===== config.mk =====
export PLATFORM = sky130hd
export DESIGN_NAME = matrix_loader_flat
export DESIGN_NICKNAME = d
export VERILOG_FILES = /design/src/rtl/matrix_pkg.sv /design/src/rtl/matrix_loader_if.sv /design/src/rtl/matrix_bank.sv /design/src/rtl/matrix_loader.sv /design/src/flat_wrapper.sv
export SDC_FILE = /design/constraint.sdc
export NUM_CORES = 1
export LEC_CHECK = 0
export CAP_MARGIN = 25
export CORE_MARGIN = 2
export CORE_UTILIZATION = 45
export CTS_BUF_LIST = sky130_fd_sc_hd__clkbuf_4 sky130_fd_sc_hd__clkbuf_8
export DETAILED_ROUTE_END_ITERATION = 10
export GPL_ROUTABILITY_DRIVEN = 0
export PLACE_DENSITY = 0.83
export SLEW_MARGIN = 20
export SYNTH_ARGS = -nofsm -noshare
export SYNTH_HDL_FRONTEND = slang
export SYNTH_SLANG_ARGS = --single-unit

===== constraint.sdc =====
create_clock -name CLK -period 2.8 [get_ports CLK]
set_input_delay 0.56 -clock CLK [delete_from_list [all_inputs] [get_ports CLK]]
set_output_delay 0.56 -clock CLK [all_outputs]
set_load 0.005 [all_outputs]

===== src/rtl/matrix_pkg.sv =====
// Shared constants, loader state encoding and element addressing for the
// matrix loader and the multiplier core.
package matrix_pkg;

  localparam int DEF_X_DIM  = 2;
  localparam int DEF_Y_DIM  = 2;
  localparam int DEF_ELEM_W = 8;

  typedef enum logic [1:0] {
    LOAD_A = 2'd0,
    LOAD_B = 2'd1,
    FULL   = 2'd2
  } state_e;

  // Bit offset of flat element index idx in a bus of w-bit elements.
  function automatic int unsigned elem_offset(input int unsigned idx, input int unsigned w);
    return idx * w;
  endfunction

endpackage


===== src/rtl/matrix_loader_if.sv =====
// Element stream in, operand pair out. The loader is the slave side;
// the stream source / operand consumer is the master side.
interface matrix_loader_if
  import matrix_pkg::*;
#(
  parameter int N      = DEF_X_DIM * DEF_Y_DIM,
  parameter int ELEM_W = DEF_ELEM_W
);
  logic                  in_valid;
  logic                  in_ready;
  logic [ELEM_W-1:0]     in_data;
  logic                  in_last;
  logic [N*ELEM_W-1:0]   mat_a;
  logic [N*ELEM_W-1:0]   mat_b;
  logic                  mats_valid;
  logic                  mats_ack;
  logic                  frame_err;

  modport master (
    output in_valid, in_data, in_last, mats_ack,
    input  in_ready, mat_a, mat_b, mats_valid, frame_err
  );

  modport slave (
    input  in_valid, in_data, in_last, mats_ack,
    output in_ready, mat_a, mat_b, mats_valid, frame_err
  );
endinterface


===== src/rtl/matrix_bank.sv =====
// N-entry register file with single indexed write port and flat read-out.
module matrix_bank
  import matrix_pkg::*;
#(
  parameter int N      = 4,
  parameter int ELEM_W = 8,
  parameter int IDX_W  = 2
) (
  input  logic                CLK,
  input  logic                RST,
  input  logic                we,
  input  logic [IDX_W-1:0]    idx,
  input  logic [ELEM_W-1:0]   wdata,
  output logic [N*ELEM_W-1:0] rdata
);
  localparam int OFF_W = (N * ELEM_W > 1) ? $clog2(N * ELEM_W) : 1;

  logic [N*ELEM_W-1:0] mem_q, mem_d;
  logic [OFF_W-1:0]    off;

  always_comb begin
    off   = OFF_W'(elem_offset(32'(idx), ELEM_W));
    mem_d = mem_q;
    if (we) mem_d[off +: ELEM_W] = wdata;
  end

  always_ff @(posedge CLK or posedge RST) begin
    if (RST) mem_q <= '0;
    else     mem_q <= mem_d;
  end

  assign rdata = mem_q;
endmodule


===== src/rtl/matrix_loader.sv =====
// Fills operand A then B from a serial element stream, checks in_last framing
// and holds the pair for the multiplier until it is acknowledged.
module matrix_loader
  import matrix_pkg::*;
#(
  parameter int X_DIM  = DEF_X_DIM,
  parameter int Y_DIM  = DEF_Y_DIM,
  parameter int ELEM_W = DEF_ELEM_W
) (
  input  logic           CLK,
  input  logic           RST,
  matrix_loader_if.slave bus
);
  localparam int N     = X_DIM * Y_DIM;
  localparam int IDX_W = (N > 1) ? $clog2(N) : 1;

  state_e           state_q, state_d;
  logic [IDX_W-1:0] idx_q, idx_d;
  logic             err_q, err_d;
  logic             acc, last_idx, we_a, we_b;

  // Gated by RST so nothing is offered while reset is held.
  assign bus.in_ready   = (state_q != FULL) && !RST;
  assign bus.mats_valid = (state_q == FULL);
  assign bus.frame_err  = err_q;
  assign acc            = bus.in_valid && bus.in_ready;
  assign last_idx       = (idx_q == IDX_W'(N - 1));

  always_comb begin
    state_d = state_q;
    idx_d   = idx_q;
    err_d   = 1'b0;
    we_a    = 1'b0;
    we_b    = 1'b0;
    case (state_q)
      LOAD_A: if (acc) begin
        we_a = 1'b1;
        if (bus.in_last) begin
          err_d = 1'b1;
          idx_d = '0;
        end else if (last_idx) begin
          state_d = LOAD_B;
          idx_d   = '0;
        end else begin
          idx_d = idx_q + 1'b1;
        end
      end
      LOAD_B: if (acc) begin
        we_b = 1'b1;
        if (last_idx) begin
          idx_d = '0;
          if (bus.in_last) begin
            state_d = FULL;
          end else begin
            err_d   = 1'b1;
            state_d = LOAD_A;
          end
        end else if (bus.in_last) begin
          err_d   = 1'b1;
          state_d = LOAD_A;
          idx_d   = '0;
        end else begin
          idx_d = idx_q + 1'b1;
        end
      end
      FULL: if (bus.mats_ack) state_d = LOAD_A;
      default: begin
        state_d = LOAD_A;
        idx_d   = '0;
      end
    endcase
  end

  always_ff @(posedge CLK or posedge RST) begin
    if (RST) begin
      state_q <= LOAD_A;
      idx_q   <= '0;
      err_q   <= 1'b0;
    end else begin
      state_q <= state_d;
      idx_q   <= idx_d;
      err_q   <= err_d;
    end
  end

  matrix_bank #(.N(N), .ELEM_W(ELEM_W), .IDX_W(IDX_W)) u_bank_a (
    .CLK(CLK), .RST(RST), .we(we_a), .idx(idx_q), .wdata(bus.in_data), .rdata(bus.mat_a)
  );

  matrix_bank #(.N(N), .ELEM_W(ELEM_W), .IDX_W(IDX_W)) u_bank_b (
    .CLK(CLK), .RST(RST), .we(we_b), .idx(idx_q), .wdata(bus.in_data), .rdata(bus.mat_b)
  );
endmodule


===== src/flat_wrapper.sv =====
// flat-port wrapper written by rule: the top's interface ports become plain ports
module matrix_loader_flat import matrix_pkg::*;
#(
  parameter int X_DIM  = DEF_X_DIM,
  parameter int Y_DIM  = DEF_Y_DIM,
  parameter int ELEM_W = DEF_ELEM_W
)
  (CLK, RST, bus_in_valid, bus_in_data, bus_in_last, bus_mats_ack, bus_in_ready, bus_mat_a, bus_mat_b, bus_mats_valid, bus_frame_err);
  matrix_loader_if #(.N((DEF_X_DIM * DEF_Y_DIM)), .ELEM_W(ELEM_W)) bus_i ();
  input  logic CLK;
  input  logic RST;
  input wire logic [$bits(bus_i.in_valid)-1:0] bus_in_valid;
  input wire logic [$bits(bus_i.in_data)-1:0] bus_in_data;
  input wire logic [$bits(bus_i.in_last)-1:0] bus_in_last;
  input wire logic [$bits(bus_i.mats_ack)-1:0] bus_mats_ack;
  output wire logic [$bits(bus_i.in_ready)-1:0] bus_in_ready;
  output wire logic [$bits(bus_i.mat_a)-1:0] bus_mat_a;
  output wire logic [$bits(bus_i.mat_b)-1:0] bus_mat_b;
  output wire logic [$bits(bus_i.mats_valid)-1:0] bus_mats_valid;
  output wire logic [$bits(bus_i.frame_err)-1:0] bus_frame_err;
  assign bus_i.in_valid = bus_in_valid;
  assign bus_i.in_data = bus_in_data;
  assign bus_i.in_last = bus_in_last;
  assign bus_i.mats_ack = bus_mats_ack;
  assign bus_in_ready = bus_i.in_ready;
  assign bus_mat_a = bus_i.mat_a;
  assign bus_mat_b = bus_i.mat_b;
  assign bus_mats_valid = bus_i.mats_valid;
  assign bus_frame_err = bus_i.frame_err;
  matrix_loader #(.X_DIM(X_DIM), .Y_DIM(Y_DIM), .ELEM_W(ELEM_W)) u_core (.CLK(CLK), .RST(RST), .bus(bus_i));
endmodule

==> run_results.csv <==
group,metric,value,unit
status,status,"finished, final reports clean",
synthesis,synth_cells,208,
synthesis,synth_common_cells,"69 x dfrtp_1, 50 x mux2_2, 24 x and2_1, 17 x a22o_1",
die,die_h,84.6,um
synthesis,synth_edf_count,0,
timing,period_share,80.2,%
setup_path,timing.rr.start,"u_core.idx_q[0]$_DFFE_PP0P_",
clocking,cts_setup_buffers,0,
timing,max_slew_margin,52.4,%
clocking,cts_tree,"done",
setup_path,worstSetupStartpointType,"register",
synthesis,yosysUniqueCellTypes,26,
setup_path,path_max_fanout,7,
timing,finalWorstSetupSlack,0.553,ns
die,die-width,84.6,um
drt,routed_wl,6600,um
clocking,cts.htree.levels,3,
drt,drt_pass1_iterations,4,
clocking,post_cts_resized,0,
timing,rsz0062_at_grt,"false",
clocking,insertion_delay,0.33,ns
global_route,antenna_found_initial,0,
drt,drtIter0Drc,102,
setup_path,crit_chain,"nand2b_1, inv_1, nor2_1, clkdlybuf4s50_1",
die,pin_count,80,
synthesis,synth_top_area_cell,"dfrtp_1",
clocking,cts_made_buffers,9,
finish,nets,311,
drt,drcViolationCount,0,
synthesis,syn_area,2920,um2
synthesis,ys_seq_area_share,59.1,%
setup_path,slowest_delay,0.51,ns
die,initial_core_util,46.3,%
timing,max_freq,445,MHz
clocking,path_clk_slew,0.07,ns
clocking,clockBufferDepth,2,
timing,hold_violations,0,
clocking,cts_hold_buf,0,
timing,setup-tns-final,0,ns
synthesis,ys_warn_count,0,
setup_path,crit_path_end_kind,"output pin",
timing,period_minus_slack,2.25,ns
die,fp-row-count,29,
finish,drive_above_1_share,24.6,%
timing,drv_slew,0,
synthesis,syn-num-nets,226,
drt,vias_per_cell,5.23,
drt,antenna_left,0,
timing,tightest_slew,0.712,ns
setup_path,cp.arrival,1.69,ns
die,core_area,6310,um2
power,power.leakage,1.91,nW
clocking,cts.sinks,69,
placement,dp_slack,0.504,ns
setup_path,cp.required,2.24,ns
synthesis,syn_area_per_cell,14.1,um2
synthesis,ys_seq_elements,69,
setup_path,path_class,"reg -> out",
placement,hpwlAfterDp,4650,um
drt,vias,1955,
setup_path,rr_worst_depth,5,
synthesis,async_flop_share,100,%
setup_path,cp_num_cells,4,
power,ir_worst_vdd,0.432,mV
synthesis,synth.area.top_cells,"dfrtp_1 59%, mux2_2 19%, and2_1 5.1%",
synthesis,synthMostInstantiatedCell,"dfrtp_1",
setup_path,reg2reg_to,"u_core.u_bank_b.rdata[0]$_DFFE_PP0P_",
global_route,grt_pass1_vias,2179,
hold_path,holdPathStages,1,
drt,wl_per_cell,17.6,um
clocking,cts-root-buf,"clkbuf_8",
placement,io_buffers,79,
setup_path,cp_top_family,"buffers and inverters",
run,drv_cap,0,
finish,antenna_cells,0,
die,dieArea,7160,um2
global_route,grt_max_degree,70,
setup_path,path_buf_inv,2,
global_route,grt_first_pass_wirelength,10900,um
global_route,gr-total-overflow,0,
global_route,track_usage,19.5,%
hold_path,hold_path_end,"u_core.u_bank_b.rdata[8]$_DFFE_PP0P_",
finish,syn_to_final_growth,38.4,%
timing,fin_worst_skew,0.00773,ns
setup_path,reg2reg_slack,0.58,ns
timing,finalSetupViolCount,0,
hold_path,holdCritStartpoint,"u_core.u_bank_b.rdata[8]$_DFFE_PP0P_",
hold_path,worstHoldPathType,"reg -> reg",
finish,fillers,492,
power,p_per_area,789,nW/um2
synthesis,yosys.area.top_type_share,59.1,%
synthesis,synth_flop_cell,"dfrtp_1",
setup_path,crit_slowest_cell,"dfrtp_1",
## layer usage
layer	wire length (um)	vias to the layer above	global-route usage [%]
met5	0	-	0
met4	69	0	7.79
met3	408	7	5.01
met2	3260	61	31.4
li1	-	905	-
met1	2860	982	25.6
## flip-flops by register name, summed over array words and instances (netlist names)
| register | cells |
|---|---|
| u_core.u_bank_b.rdata | 32 |
| u_core.bus.frame_err | 1 |
| u_core.state_q | 2 |
| u_core.u_bank_a.rdata | 32 |
| u_core.idx_q | 2 |
## cell type report
class	count	area (um2)	share of cell area (%)
multi-input cells	127	1130	28.1
well taps	77	96.3	2.38
clock inverters	4	95.1	2.35
repair buffers	82	826	20.4
clock buffers	11	151	3.74
inverters	4	15.0	0.371
flip-flops and latches	69	1730	42.7
## report_power, final
group / leakage, nW / switching, mW / internal (mW)
sequential: 0.944 / 0.151 / 1.20
clock: 0.125 / 0.353 / 0.634
combinational: 0.845 / 0.307 / 0.548
## metrics by stage
stage                     power (mW)  hold slack [ns]  instance area [um2]  std cells  util (%)
after floorplan                 1.69            0.490                 2920        208         -
after global placement          2.19            0.484                 3800        359      60.2
after detailed placement        2.22            0.484                 3800        359      60.2
after CTS                       3.22            0.508                 4050        374      64.1
after global routing            3.35            0.523                 4050        374      64.1
final                           3.19            0.509                 4050        374      64.1
## placed cells by master (no fill, tap or decap), types with 2 or more instances in the layout
cell and count:
and3_1 6, clkbuf_8 11, clkdlybuf4s50_1 79, bufinv_16 3, nor3b_1 2, mux2_2 50
and2_1 24, inv_1 3, buf_4 2, ha_1 5, dfrtp_1 69, nand2_1 4
a22o_1 17, nor2_1 3, nand3_1 4
## kinds of logic after synthesis
kind of cell,synth area share (%)
simple gates,11.3
fa+ha+maj,2.14
flops,59.1
buf+inv,2.10
compound gates,5.74
mux,19.6
## how the worst max path moves through the flow
stage / from / endpoint / slack (ns)
floorplan: RST / u_core.bus.frame_err$_DFF_PP0_ / 0.50
global placement: bus_in_valid / u_core.u_bank_b.rdata[19]$_DFFE_PP0P_ / 0.52
detailed placement: RST / u_core.u_bank_a.rdata[15]$_DFFE_PP0P_ / 0.50
CTS: u_core.state_q[0]$_DFFE_PP0P_ / bus_in_ready / 0.54
global route: u_core.idx_q[0]$_DFFE_PP0P_ / u_core.u_bank_b.rdata[0]$_DFFE_PP0P_ / 0.43
finish: u_core.state_q[0]$_DFFE_PP0P_ / bus_in_ready / 0.55
No activity file was read; power rests on OpenSTA's default activity.
